===== config.mk =====
export PLATFORM = sky130hd
export DESIGN_NAME = bp_cac_io_csr_endpoint_flat
export DESIGN_NICKNAME = d
export VERILOG_FILES = /design/src/rtl/bp_cac_io_csr_endpoint_if.sv /design/src/rtl/bp_cac_io_csr_endpoint.sv /design/src/flat_wrapper.sv
export SDC_FILE = /design/constraint.sdc
export NUM_CORES = 1
export LEC_CHECK = 0
export BUFFER_PORTS_ARGS = -buffer_cell sky130_fd_sc_hd__buf_2
export CORE_AREA = 2 2 471 473
export DETAILED_ROUTE_END_ITERATION = 10
export DIE_AREA = 0 0 473 475
export MAX_ROUTING_LAYER = met4
export PLACE_DENSITY = 0.31
export SLEW_MARGIN = 5
export SYNTH_ARGS = -nofsm -noshare
export SYNTH_HDL_FRONTEND = slang
export SYNTH_SLANG_ARGS = --single-unit
export TNS_END_PERCENT = 50

===== constraint.sdc =====
create_clock -name clk_i -period 2.4 [get_ports clk_i]
set_clock_uncertainty 0.05 [all_clocks]
set_input_delay 0.12 -clock clk_i [delete_from_list [all_inputs] [get_ports clk_i]]
set_output_delay 0.12 -clock clk_i [all_outputs]
set_load 0.01 [all_outputs]

===== src/rtl/bp_cac_io_csr_endpoint_if.sv =====
// Shared message types and the I/O + job bus bundle for the accelerator CSR endpoint.

package bp_cac_io_csr_endpoint_pkg;

  // Processor configuration widths (inverted-cache configuration).
  localparam int unsigned paddr_width_gp     = 40;
  localparam int unsigned dword_width_gp     = 64;
  localparam int unsigned cce_block_width_gp = 512;
  localparam int unsigned payload_width_gp   = 16;
  localparam int unsigned msg_type_width_gp  = 4;
  localparam int unsigned msg_size_width_gp  = 3;

  // CCE memory message types.
  localparam logic [msg_type_width_gp-1:0] e_cce_mem_rd    = 4'b0000;
  localparam logic [msg_type_width_gp-1:0] e_cce_mem_wr    = 4'b0001;
  localparam logic [msg_type_width_gp-1:0] e_cce_mem_uc_rd = 4'b0010;
  localparam logic [msg_type_width_gp-1:0] e_cce_mem_wb    = 4'b0011;
  localparam logic [msg_type_width_gp-1:0] e_cce_mem_uc_wr = 4'b0100;

  // I/O command / response message.
  typedef struct packed {
    logic [cce_block_width_gp-1:0] data;
    logic [payload_width_gp-1:0]   payload;
    logic [msg_size_width_gp-1:0]  size;
    logic [paddr_width_gp-1:0]     addr;
    logic [msg_type_width_gp-1:0]  msg_type;
  } bp_cce_mem_msg_s;

endpackage

// I/O command/response and job launch signals between socket, endpoint and datapath.
interface bp_cac_io_csr_endpoint_if #(
  parameter int unsigned len_width_p = 16
);

  bp_cac_io_csr_endpoint_pkg::bp_cce_mem_msg_s io_cmd_i;
  logic                                        io_cmd_v_i;
  logic                                        io_cmd_ready_o;
  bp_cac_io_csr_endpoint_pkg::bp_cce_mem_msg_s io_resp_o;
  logic                                        io_resp_v_o;
  logic                                        io_resp_yumi_i;
  logic [bp_cac_io_csr_endpoint_pkg::paddr_width_gp-1:0] job_addr_o;
  logic [len_width_p-1:0]                      job_len_o;
  logic                                        job_v_o;
  logic                                        job_ready_i;
  logic                                        done_i;
  logic                                        busy_o;

  // Endpoint side.
  modport slave (
    input  io_cmd_i, io_cmd_v_i, io_resp_yumi_i, job_ready_i, done_i,
    output io_cmd_ready_o, io_resp_o, io_resp_v_o, job_addr_o, job_len_o, job_v_o, busy_o
  );

  // Socket / datapath side.
  modport master (
    output io_cmd_i, io_cmd_v_i, io_resp_yumi_i, job_ready_i, done_i,
    input  io_cmd_ready_o, io_resp_o, io_resp_v_o, job_addr_o, job_len_o, job_v_o, busy_o
  );

endinterface


===== src/rtl/bp_cac_io_csr_endpoint.sv =====
// Uncached I/O CSR endpoint for the accelerator tile: decodes I/O commands into
// the CSR window, launches one datapath job at a time and times it until done.

module bp_cac_io_csr_endpoint
  import bp_cac_io_csr_endpoint_pkg::*;
#(
  parameter logic [paddr_width_gp-1:0] csr_base_addr_p = 40'h00_0020_0000,
  parameter int unsigned               len_width_p     = 16,
  parameter int unsigned               cnt_width_p     = 32
) (
  input  logic                     clk_i,
  input  logic                     reset_i,
  bp_cac_io_csr_endpoint_if.slave  io
);

  localparam int unsigned paddr_width_lp = paddr_width_gp;
  localparam int unsigned dword_width_lp = dword_width_gp;
  localparam int unsigned block_width_lp = cce_block_width_gp;

  localparam logic [7:0] start_off_lp  = 8'h00;
  localparam logic [7:0] src_off_lp    = 8'h08;
  localparam logic [7:0] len_off_lp    = 8'h10;
  localparam logic [7:0] status_off_lp = 8'h18;
  localparam logic [7:0] cycles_off_lp = 8'h20;

  typedef enum logic {
    e_ready,
    e_resp
  } state_e;

  state_e                    state_q, state_d;
  logic                      cmd_ready_q, cmd_ready_d;
  bp_cce_mem_msg_s           resp_q, resp_d;
  logic                      resp_v_q, resp_v_d;
  logic [paddr_width_lp-1:0] src_addr_q, src_addr_d;
  logic [len_width_p-1:0]    len_q, len_d;
  logic                      busy_q, busy_d;
  logic                      done_q, done_d;
  logic                      err_q, err_d;
  logic [cnt_width_p-1:0]    cycles_q, cycles_d;
  logic                      job_v_q, job_v_d;

  bp_cce_mem_msg_s           cmd;
  logic                      cmd_acc;
  logic                      is_rd, is_wr, hit;
  logic [7:0]                off;
  logic                      sel_start, sel_src, sel_len, sel_status, sel_cycles, mapped;
  logic                      start_req, cmd_err;
  logic [dword_width_lp-1:0] rd_data;
  logic                      unused_cmd_data;

  // Command decode against the 256-byte CSR window.
  assign cmd        = io.io_cmd_i;
  assign cmd_acc    = io.io_cmd_v_i & cmd_ready_q;
  assign is_rd      = (cmd.msg_type == e_cce_mem_uc_rd);
  assign is_wr      = (cmd.msg_type == e_cce_mem_uc_wr);
  assign hit        = (cmd.addr[paddr_width_lp-1:8] == csr_base_addr_p[paddr_width_lp-1:8])
                      && (cmd.addr[2:0] == 3'b000);
  assign off        = cmd.addr[7:0];
  assign sel_start  = hit && (off == start_off_lp);
  assign sel_src    = hit && (off == src_off_lp);
  assign sel_len    = hit && (off == len_off_lp);
  assign sel_status = hit && (off == status_off_lp);
  assign sel_cycles = hit && (off == cycles_off_lp);
  assign mapped     = sel_start | sel_src | sel_len | sel_status | sel_cycles;
  assign start_req  = is_wr & sel_start & cmd.data[0];
  assign cmd_err    = ~mapped
                      | ~(is_rd | is_wr)
                      | (is_wr & sel_cycles)
                      | (start_req & busy_q)
                      | (is_wr & (sel_src | sel_len) & busy_q);

  // Only the low physical-address bits of write data are meaningful.
  assign unused_cmd_data = ^cmd.data[block_width_lp-1:paddr_width_lp];

  // Read mux over pre-edge register values.
  always_comb begin
    rd_data = '0;
    if (sel_src) begin
      rd_data = dword_width_lp'(src_addr_q);
    end else if (sel_len) begin
      rd_data = dword_width_lp'(len_q);
    end else if (sel_status) begin
      rd_data = dword_width_lp'({err_q, done_q, busy_q});
    end else if (sel_cycles) begin
      rd_data = dword_width_lp'(cycles_q);
    end
  end

  // Next state: command handling first, then job progress so a done pulse wins over a W1C.
  always_comb begin
    state_d    = state_q;
    resp_d     = resp_q;
    resp_v_d   = resp_v_q;
    src_addr_d = src_addr_q;
    len_d      = len_q;
    busy_d     = busy_q;
    done_d     = done_q;
    err_d      = err_q;
    cycles_d   = cycles_q;
    job_v_d    = job_v_q;

    unique case (state_q)
      e_ready: begin
        if (cmd_acc) begin
          state_d     = e_resp;
          resp_v_d    = 1'b1;
          resp_d      = cmd;
          resp_d.data = '0;
          if (is_rd && !cmd_err) begin
            resp_d.data[dword_width_lp-1:0] = rd_data;
          end
          if (cmd_err) begin
            err_d = 1'b1;
          end else if (is_wr) begin
            if (sel_src) begin
              src_addr_d = cmd.data[paddr_width_lp-1:0];
            end
            if (sel_len) begin
              len_d = cmd.data[len_width_p-1:0];
            end
            if (sel_status) begin
              if (cmd.data[1]) done_d = 1'b0;
              if (cmd.data[2]) err_d  = 1'b0;
            end
            if (start_req) begin
              busy_d   = 1'b1;
              done_d   = 1'b0;
              cycles_d = '0;
              job_v_d  = 1'b1;
            end
          end
        end
      end
      e_resp: begin
        if (io.io_resp_yumi_i) begin
          state_d  = e_ready;
          resp_v_d = 1'b0;
        end
      end
      default: begin
        state_d = e_ready;
      end
    endcase

    if (busy_q) begin
      if (cycles_q != {cnt_width_p{1'b1}}) begin
        cycles_d = cycles_q + cnt_width_p'(1);
      end
      if (io.done_i) begin
        busy_d  = 1'b0;
        done_d  = 1'b1;
        job_v_d = 1'b0;
      end else if (job_v_q && io.job_ready_i) begin
        job_v_d = 1'b0;
      end
    end

    cmd_ready_d = (state_d == e_ready);
  end

  // State and CSR registers with synchronous reset.
  always_ff @(posedge clk_i) begin
    if (reset_i) begin
      state_q     <= e_ready;
      cmd_ready_q <= 1'b0;
      resp_q      <= '0;
      resp_v_q    <= 1'b0;
      src_addr_q  <= '0;
      len_q       <= '0;
      busy_q      <= 1'b0;
      done_q      <= 1'b0;
      err_q       <= 1'b0;
      cycles_q    <= '0;
      job_v_q     <= 1'b0;
    end else begin
      state_q     <= state_d;
      cmd_ready_q <= cmd_ready_d;
      resp_q      <= resp_d;
      resp_v_q    <= resp_v_d;
      src_addr_q  <= src_addr_d;
      len_q       <= len_d;
      busy_q      <= busy_d;
      done_q      <= done_d;
      err_q       <= err_d;
      cycles_q    <= cycles_d;
      job_v_q     <= job_v_d;
    end
  end

  assign io.io_cmd_ready_o = cmd_ready_q;
  assign io.io_resp_o      = resp_q;
  assign io.io_resp_v_o    = resp_v_q;
  assign io.job_addr_o     = src_addr_q;
  assign io.job_len_o      = len_q;
  assign io.job_v_o        = job_v_q;
  assign io.busy_o         = busy_q;

endmodule


===== src/flat_wrapper.sv =====
// flat-port wrapper written by rule: the top's interface ports become plain ports
module bp_cac_io_csr_endpoint_flat import bp_cac_io_csr_endpoint_pkg::*;
#(
  parameter logic [paddr_width_gp-1:0] csr_base_addr_p = 40'h00_0020_0000,
  parameter int unsigned               len_width_p     = 16,
  parameter int unsigned               cnt_width_p     = 32
)
  (clk_i, reset_i, io_io_cmd_i, io_io_cmd_v_i, io_io_resp_yumi_i, io_job_ready_i, io_done_i, io_io_cmd_ready_o, io_io_resp_o, io_io_resp_v_o, io_job_addr_o, io_job_len_o, io_job_v_o, io_busy_o);
  bp_cac_io_csr_endpoint_if #(.len_width_p(len_width_p)) io_i ();
  input  logic clk_i;
  input  logic reset_i;
  input wire logic [$bits(io_i.io_cmd_i)-1:0] io_io_cmd_i;
  input wire logic [$bits(io_i.io_cmd_v_i)-1:0] io_io_cmd_v_i;
  input wire logic [$bits(io_i.io_resp_yumi_i)-1:0] io_io_resp_yumi_i;
  input wire logic [$bits(io_i.job_ready_i)-1:0] io_job_ready_i;
  input wire logic [$bits(io_i.done_i)-1:0] io_done_i;
  output wire logic [$bits(io_i.io_cmd_ready_o)-1:0] io_io_cmd_ready_o;
  output wire logic [$bits(io_i.io_resp_o)-1:0] io_io_resp_o;
  output wire logic [$bits(io_i.io_resp_v_o)-1:0] io_io_resp_v_o;
  output wire logic [$bits(io_i.job_addr_o)-1:0] io_job_addr_o;
  output wire logic [$bits(io_i.job_len_o)-1:0] io_job_len_o;
  output wire logic [$bits(io_i.job_v_o)-1:0] io_job_v_o;
  output wire logic [$bits(io_i.busy_o)-1:0] io_busy_o;
  assign io_i.io_cmd_i = io_io_cmd_i;
  assign io_i.io_cmd_v_i = io_io_cmd_v_i;
  assign io_i.io_resp_yumi_i = io_io_resp_yumi_i;
  assign io_i.job_ready_i = io_job_ready_i;
  assign io_i.done_i = io_done_i;
  assign io_io_cmd_ready_o = io_i.io_cmd_ready_o;
  assign io_io_resp_o = io_i.io_resp_o;
  assign io_io_resp_v_o = io_i.io_resp_v_o;
  assign io_job_addr_o = io_i.job_addr_o;
  assign io_job_len_o = io_i.job_len_o;
  assign io_job_v_o = io_i.job_v_o;
  assign io_busy_o = io_i.busy_o;
  bp_cac_io_csr_endpoint #(.csr_base_addr_p(csr_base_addr_p), .len_width_p(len_width_p), .cnt_width_p(cnt_width_p)) u_core (.clk_i(clk_i), .reset_i(reset_i), .io(io_i));
endmodule

==> metrics.yaml, run 1 <==
outcome:
  status: "complete, no violations"
power:
  seqPwrFrac: 0.434
  combPwrFrac: 0.143
  clkPwrFrac: 0.423
  power.leakage_nw: 6.99
  p_int_mw: 5.08
  finalPower_mw: 7.76
  p_sw_mw: 2.68
  power.density_nw_per_um2: 424
  ir_drop_mv: 0.603
  swShare: 0.345
critical_path:
  endpoint_kind: "flip-flop"
  critPathArrivalTime_ns: 2.73
  setup.worst_path.start_class: "flip-flop"
  crit_fanout: 4
  r2r_slack_ns: 0.1
  r2r_start: "u_core.cycles_q[11]"
  r2r_end: "u_core.cycles_q[27]"
  worst_ep_required_time_ns: 2.83
  worst-r2r-cell-count: 6
  path_class: "reg -> reg"
clock_network:
  htreeDepth: 4
  root_buffer: "clkbuf_16"
  clock_path_buffers: 2
  tritoncts: "built"
  path_clk_slew_ns: 0.10
  numCtsBuffers: 17
  insertion_delay_ns: 0.55
  cts_sinks: 198
logic_synthesis:
  synth_seq_cells: 198
  syn_avg_cell_area_um2: 7.96
  synth_edf_count: 0
  ys_warn_count: 0
  synth-main-ff-cell: "dfxtp_1"
  yosysUniqueCellTypes: 65
  async_flop_share: 0
  syn_inst: 1534
  synthesis.area_um2: 12200
  ys_seq_area_frac: 0.325
run:
  max-cap-violations: 0
layout:
  drive_gt1_frac: 0.245
  fin_util: 0.0835
  final_common_cell: "conb_1"
  area_growth_pct: 49.9
  layout.nets: 2573
  final_cell_mix: "conb_1, buf_2, dfxtp_1, nand2_1, a21oi_1"
sta:
  finalSetupViolCount: 0
  fmax_ghz: 0.435
  worst_pin_slew_ns: 0.774
  hold_violations: 0
  max-slew-margin-rel: 0.482
  finalSetupTns_ns: 0
  final_max_slew_viol_count: 0
  fin_crit_sh: 0.959
  hold-worst-slack_ns: 0.103
  rsz0062_at_grt: "false"
  period_needed_ns: 2.30
floorplanning:
  die_w_um: 473
  core_area_um2: 219000
  num_rows: 172
  fp.dieArea_um2: 225000
  io_pins: 1216
  start_util: 0.0557
  die_y_um: 475
global_route:
  grt_usage: 0.0608
  antenna_found_initial: 16
  grt_pass1_wl_um: 89800
  grt_pass1_vias: 10400
  overflow: 0
  grt_max_degree: 79
drt:
  ant_nets: 0
  viasPerCell: 2.33
  firstDrtPassIters: 7
  drt-initial-drc-count: 476
  vias: 11400
  drc: 0
  wl_per_cell_um: 14.1
  finalWirelength_um: 68700
hold_path:
  holdPathEnd: "u_core.err_q"
  whs_path_depth: 5
  hp-start: "io_io_cmd_i[11]"
  hp-class: "in -> reg"
placement:
  hpwl_um: 55800
  io_buffers: 271
  place_congestion: 0.751
through the flow:
stage	setup WS (ns)	cell area, µm²	cells
after floorplan	0.158	14000	2005
after global placement	-0.632	16400	4731
after detailed placement	-0.532	16400	4731
after CTS	0.00237	18100	4871
after global routing	0.00285	18300	4877
final	0.0995	18300	4878
flip-flops by register name, indices dropped and copies added (netlist names), 16 cells and up:
| signal | count |
|---|---|
| u_core.io.job_addr_o | 40 |
| u_core.io.io_resp_o | 103 |
| u_core.cycles_q | 32 |
| u_core.io.job_len_o | 16 |
worst max-delay path: stages, from the launching register on:
cell	delay (ns)
dfxtp_1	0.37
nand4_1	0.15
buf_4	0.17
or4_4	0.43
or4_1	0.56
or4_1	0.43
o211ai_2	0.07
worst max-delay path by stage:
stage | startpoint | end | slack [ns] | cells after the start
final | u_core.cycles_q[11] | u_core.cycles_q[27] | 0.1 | 6
after global routing | u_core.cycles_q[11] | u_core.cycles_q[27] | 0.003 | 6
after CTS | io_io_cmd_i[13] | u_core.io.job_addr_o[30] | 0.002 | 12
after detailed placement | io_io_cmd_i[1] | u_core.cycles_q[29] | -0.53 | 10
after global placement | io_io_cmd_i[1] | u_core.cycles_q[22] | -0.63 | 10
after floorplan | u_core.cycles_q[0] | u_core.cycles_q[25] | 0.16 | 6
layer usage:
layer,track usage,routed length [µm],up-vias,part of all wire
met5,-,0,-,0
met4,0.0211,2110,0,0.031
met3,0.0187,5140,68,0.075
met2,0.106,34700,700,0.51
met1,0.0646,26700,5284,0.39
li1,-,-,5303,-
synthesized netlist by cell type, types with 11 or more instances:
library cell	number	area, µm²
nor4_1	20	125
o21ai_0	93	465
o31ai_1	20	150
and4_1	15	131
buf_4	473	3550
nand2_1	178	668
nor2_1	25	93.8
o2bb2ai_1	13	114
a22oi_1	16	120
nand3_1	30	150
inv_1	17	63.8
o211ai_1	11	82.6
a21oi_1	143	716
nand4_1	69	432
clkbuf_1	68	255
buf_2	11	55.1
dfxtp_1	198	3960
layout make-up:
type | instances | area [µm²]
Tap cell | 2871 | 3590
Multi-Input combinational cell | 1228 | 6130
Clock buffer | 17 | 425
Clock inverter | 15 | 183
Inverter | 17 | 63.8
Fill cell | 25600 | 201000
Timing Repair Buffer | 529 | 3920
Antenna cell | 3 | 7.51
Sequential cell | 198 | 3970
logic make-up (layout without fill, tap and decap cells):
logic type / count (synthesis) / in the layout / synth area share
AOI/OAI and AO/OA: 348 / 348 / 0.172
xor gates and xnor gates: 5 / 5 / 0.00359
adders and majority gates: 1 / 1 / 0.00103
buffers and inverters: 579 / 578 / 0.325
DFF: 198 / 198 / 0.325
muxes: 1 / 1 / 0.000820
other: 1 / 475 / 0.000307
and+or+nand+nor: 401 / 401 / 0.173
power groups by stage:
stage	registers, mW	clock network [mW]	logic, mW
floorplan	3.47	0	1.09
global placement	3.44	0	0.977
detailed placement	3.44	0	0.970
CTS	3.37	3.52	1.12
global route	3.38	3.60	1.24
finish	3.37	3.28	1.11
timing repair:
| action | 4_1_cts | 5_1_grt |
|---|---|---|
| hold buffers | 106 | 0 |
| endpoints found under the hold margin | 126 | 0 |
| gates cloned | 0 | 1 |
| pin swaps | 2 | 11 |
| gates resized for setup | 2 | 17 |
| endpoints found under the setup margin | 56 | 84 |
| setup buffers | 2 | 3 |
No activity file was read; power rests on OpenSTA's default activity.
==> inputs of run 2 (changes only) <==
--- a/config.mk
+++ b/config.mk
@@ -11,6 +11,7 @@
 export DIE_AREA = 0 0 473 475
 export MAX_ROUTING_LAYER = met4
 export PLACE_DENSITY = 0.31
+export REMOVE_ABC_BUFFERS = 1
 export SLEW_MARGIN = 5
 export SYNTH_ARGS = -nofsm -noshare
 export SYNTH_HDL_FRONTEND = slang
==> run 2 against run 1 <==
  * Largest cell class unchanged
  * Maximum frequency is 2.1% lower
  * Critical endpoint is now u_core.cycles_q[25]
  * Highest routed layer unchanged
  * Flip-flop and latch count unchanged
  * Via count increased by 0.90%
  * Final area fell by 0.68%
==> metrics.yaml, run 2 (synthesized netlist as in run 1, its figures left out) <==
placement:
  io_buffers: 271
  hpwl_um: 54500
  place_area_um2: 16400
  place_congestion: 0.741
  placed_cells: 4735
critical_path:
  critPathMaxStageDelay_ns: 0.53
  critPathArrivalTime_ns: 2.72
  crit_family: "buffers and inverters"
  r2r_end: "u_core.cycles_q[24]"
  worst-r2r-cell-count: 6
  crit_fanout: 9
  path_class: "in -> reg"
  crit_buf_inv: 5
  crit_path_frequent_cell: "buf_4"
  worst_path_max_delay_cell: "dlygate4sd3_1"
  endpoint_kind: "flip-flop"
  r2r_slack_ns: 0.07
  path_cells: "dlygate4sd3_1, buf_2, or3b_2, nor3_1, buf_4, and4_1, buf_4, a221oi_4, buf_12, a221o_1"
  r2r_start: "u_core.cycles_q[10]"
  setup.worst_path.start_class: "input pin"
  worst_ep_required_time_ns: 2.77
power:
  swShare: 0.341
  ir_drop_mv: 0.626
  power.density_nw_per_um2: 422
  power.leakage_nw: 6.97
  seqPwrFrac: 0.439
  combPwrFrac: 0.149
  p_int_mw: 5.05
  clkPwrFrac: 0.412
  p_sw_mw: 2.61
layout:
  final_common_cell: "conb_1"
  largest_reg_flops: 103
  final_cell_mix: "conb_1, buf_2, dfxtp_1, nand2_1, a21oi_1"
  final_cells: 4882
  area_growth_pct: 48.9
  layout.nets: 2576
  final_area_um2: 18200
  drive_gt1_frac: 0.247
global_route:
  grt_pass1_vias: 10500
  grt_max_degree: 83
  grt_pass1_wl_um: 88700
  antenna_found_initial: 14
  overflow: 0
  grt_usage: 0.0597
floorplanning:
  start_util: 0.0557
  die_y_um: 475
  core_area_um2: 219000
  die_w_um: 473
  io_pins: 1216
  fp.dieArea_um2: 225000
  num_rows: 172
outcome:
  status: "complete, no violations"
drt:
  viasPerCell: 2.35
  finalWirelength_um: 67900
  wl_per_cell_um: 13.9
  firstDrtPassIters: 4
  vias: 11500
  drt-initial-drc-count: 304
  ant_nets: 0
  drc: 0
clock_network:
  insertion_delay_ns: 0.55
  root_buffer: "clkbuf_16"
  cts_sinks: 198
  htreeDepth: 4
  numCtsBuffers: 17
  clock_path_buffers: 2
  tritoncts: "built"
  path_clk_slew_ns: 0.09
sta:
  fin_crit_sh: 0.979
  finalSetupViolCount: 0
  period_needed_ns: 2.35
  worst_pin_slew_ns: 0.721
  hold_violations: 0
  rsz0062_at_grt: "true"
  max-slew-margin-rel: 0.520
  fmax_ghz: 0.426
  hold-worst-slack_ns: 0.133
  final_max_slew_viol_count: 0
hold_path:
  hp-start: "io_io_cmd_i[4]"
  holdPathEnd: "u_core.err_q"
  whs_path_depth: 6
  hp-class: "in -> reg"
run:
  max-cap-violations: 0
[run 2: changes by cell type in the layout (fill, tap and decap cells not counted), sizes merged, moves of 2 or more]
cell / previous run / this run
clkinv: 9 / 5
buf: 422 / 425
diode: 3 / 5
inv: 21 / 25
[run 2: tightest hold or removal path: stages]
cell and delay (ns):
buf_2 0.11, nor3_2 0.05, buf_4 0.15, nand4_1 0.09, o31ai_1 0.06, a21oi_1 0.10
[run 2: worst max-delay path by stage]
stage	from	endpoint	slack (ns)	cells after the start
after floorplan	u_core.io.io_cmd_ready_o	u_core.io.job_v_o	-1.99	5
after global placement	io_io_cmd_i[0]	u_core.cycles_q[22]	-0.64	9
after detailed placement	io_io_cmd_i[0]	u_core.cycles_q[29]	-0.62	9
after CTS	u_core.cycles_q[12]	u_core.cycles_q[27]	0.0008	6
after global routing	u_core.cycles_q[1]	u_core.cycles_q[22]	-0.008	9
final	io_io_cmd_i[7]	u_core.cycles_q[25]	0.05	10
[run 2: power groups by stage]
stage | clock [mW] | combinational, mW | sequential, mW
2_1_floorplan | 0 | 0.475 | 3.47
3_3_place_gp | 0 | 1.00 | 3.44
3_5_place_dp | 0 | 0.996 | 3.44
5_1_grt | 3.47 | 1.27 | 3.37
4_1_cts | 3.40 | 1.16 | 3.37
6_report | 3.15 | 1.14 | 3.37
[run 2: through the flow]
stage,utilization,power (mW),TNS [ns],worst slack (ns)
detailed placement,0.0749,4.44,-55.46,-0.619
floorplan,-,3.94,-149.57,-1.99
global route,0.0829,8.11,-0.00930,-0.00843
CTS,0.0825,7.93,0,0.000793
global placement,0.0749,4.44,-55.94,-0.643
finish,0.0829,7.66,0,0.0507
[run 2: metal layers]
metal,global-route usage,part of all wire,up-vias
met5,-,0,-
met4,0.0102,0.012,0
met3,0.0159,0.065,54
met2,0.100,0.49,667
met1,0.0721,0.44,5425
li1,-,-,5311
[run 2: cell type report]
cell class              instances  area [µm²]
repair buffers                532        3820
flip-flops and latches        198        3970
multi-input cells            1228        6150
inverters                      17        63.8
clock buffers                  17         425
clock inverters                14         136
well taps                    2871        3590
diodes                          5        12.5
fillers                     25700      201000
[run 2: repair_timing]
item / CTS / global route
setup buffers: 1 / 3
hold buffers: 107 / 0
pin swaps: 1 / 7
setup endpoints to repair: 67 / 95
gates resized for setup: 5 / 16
hold endpoints to repair: 127 / 0
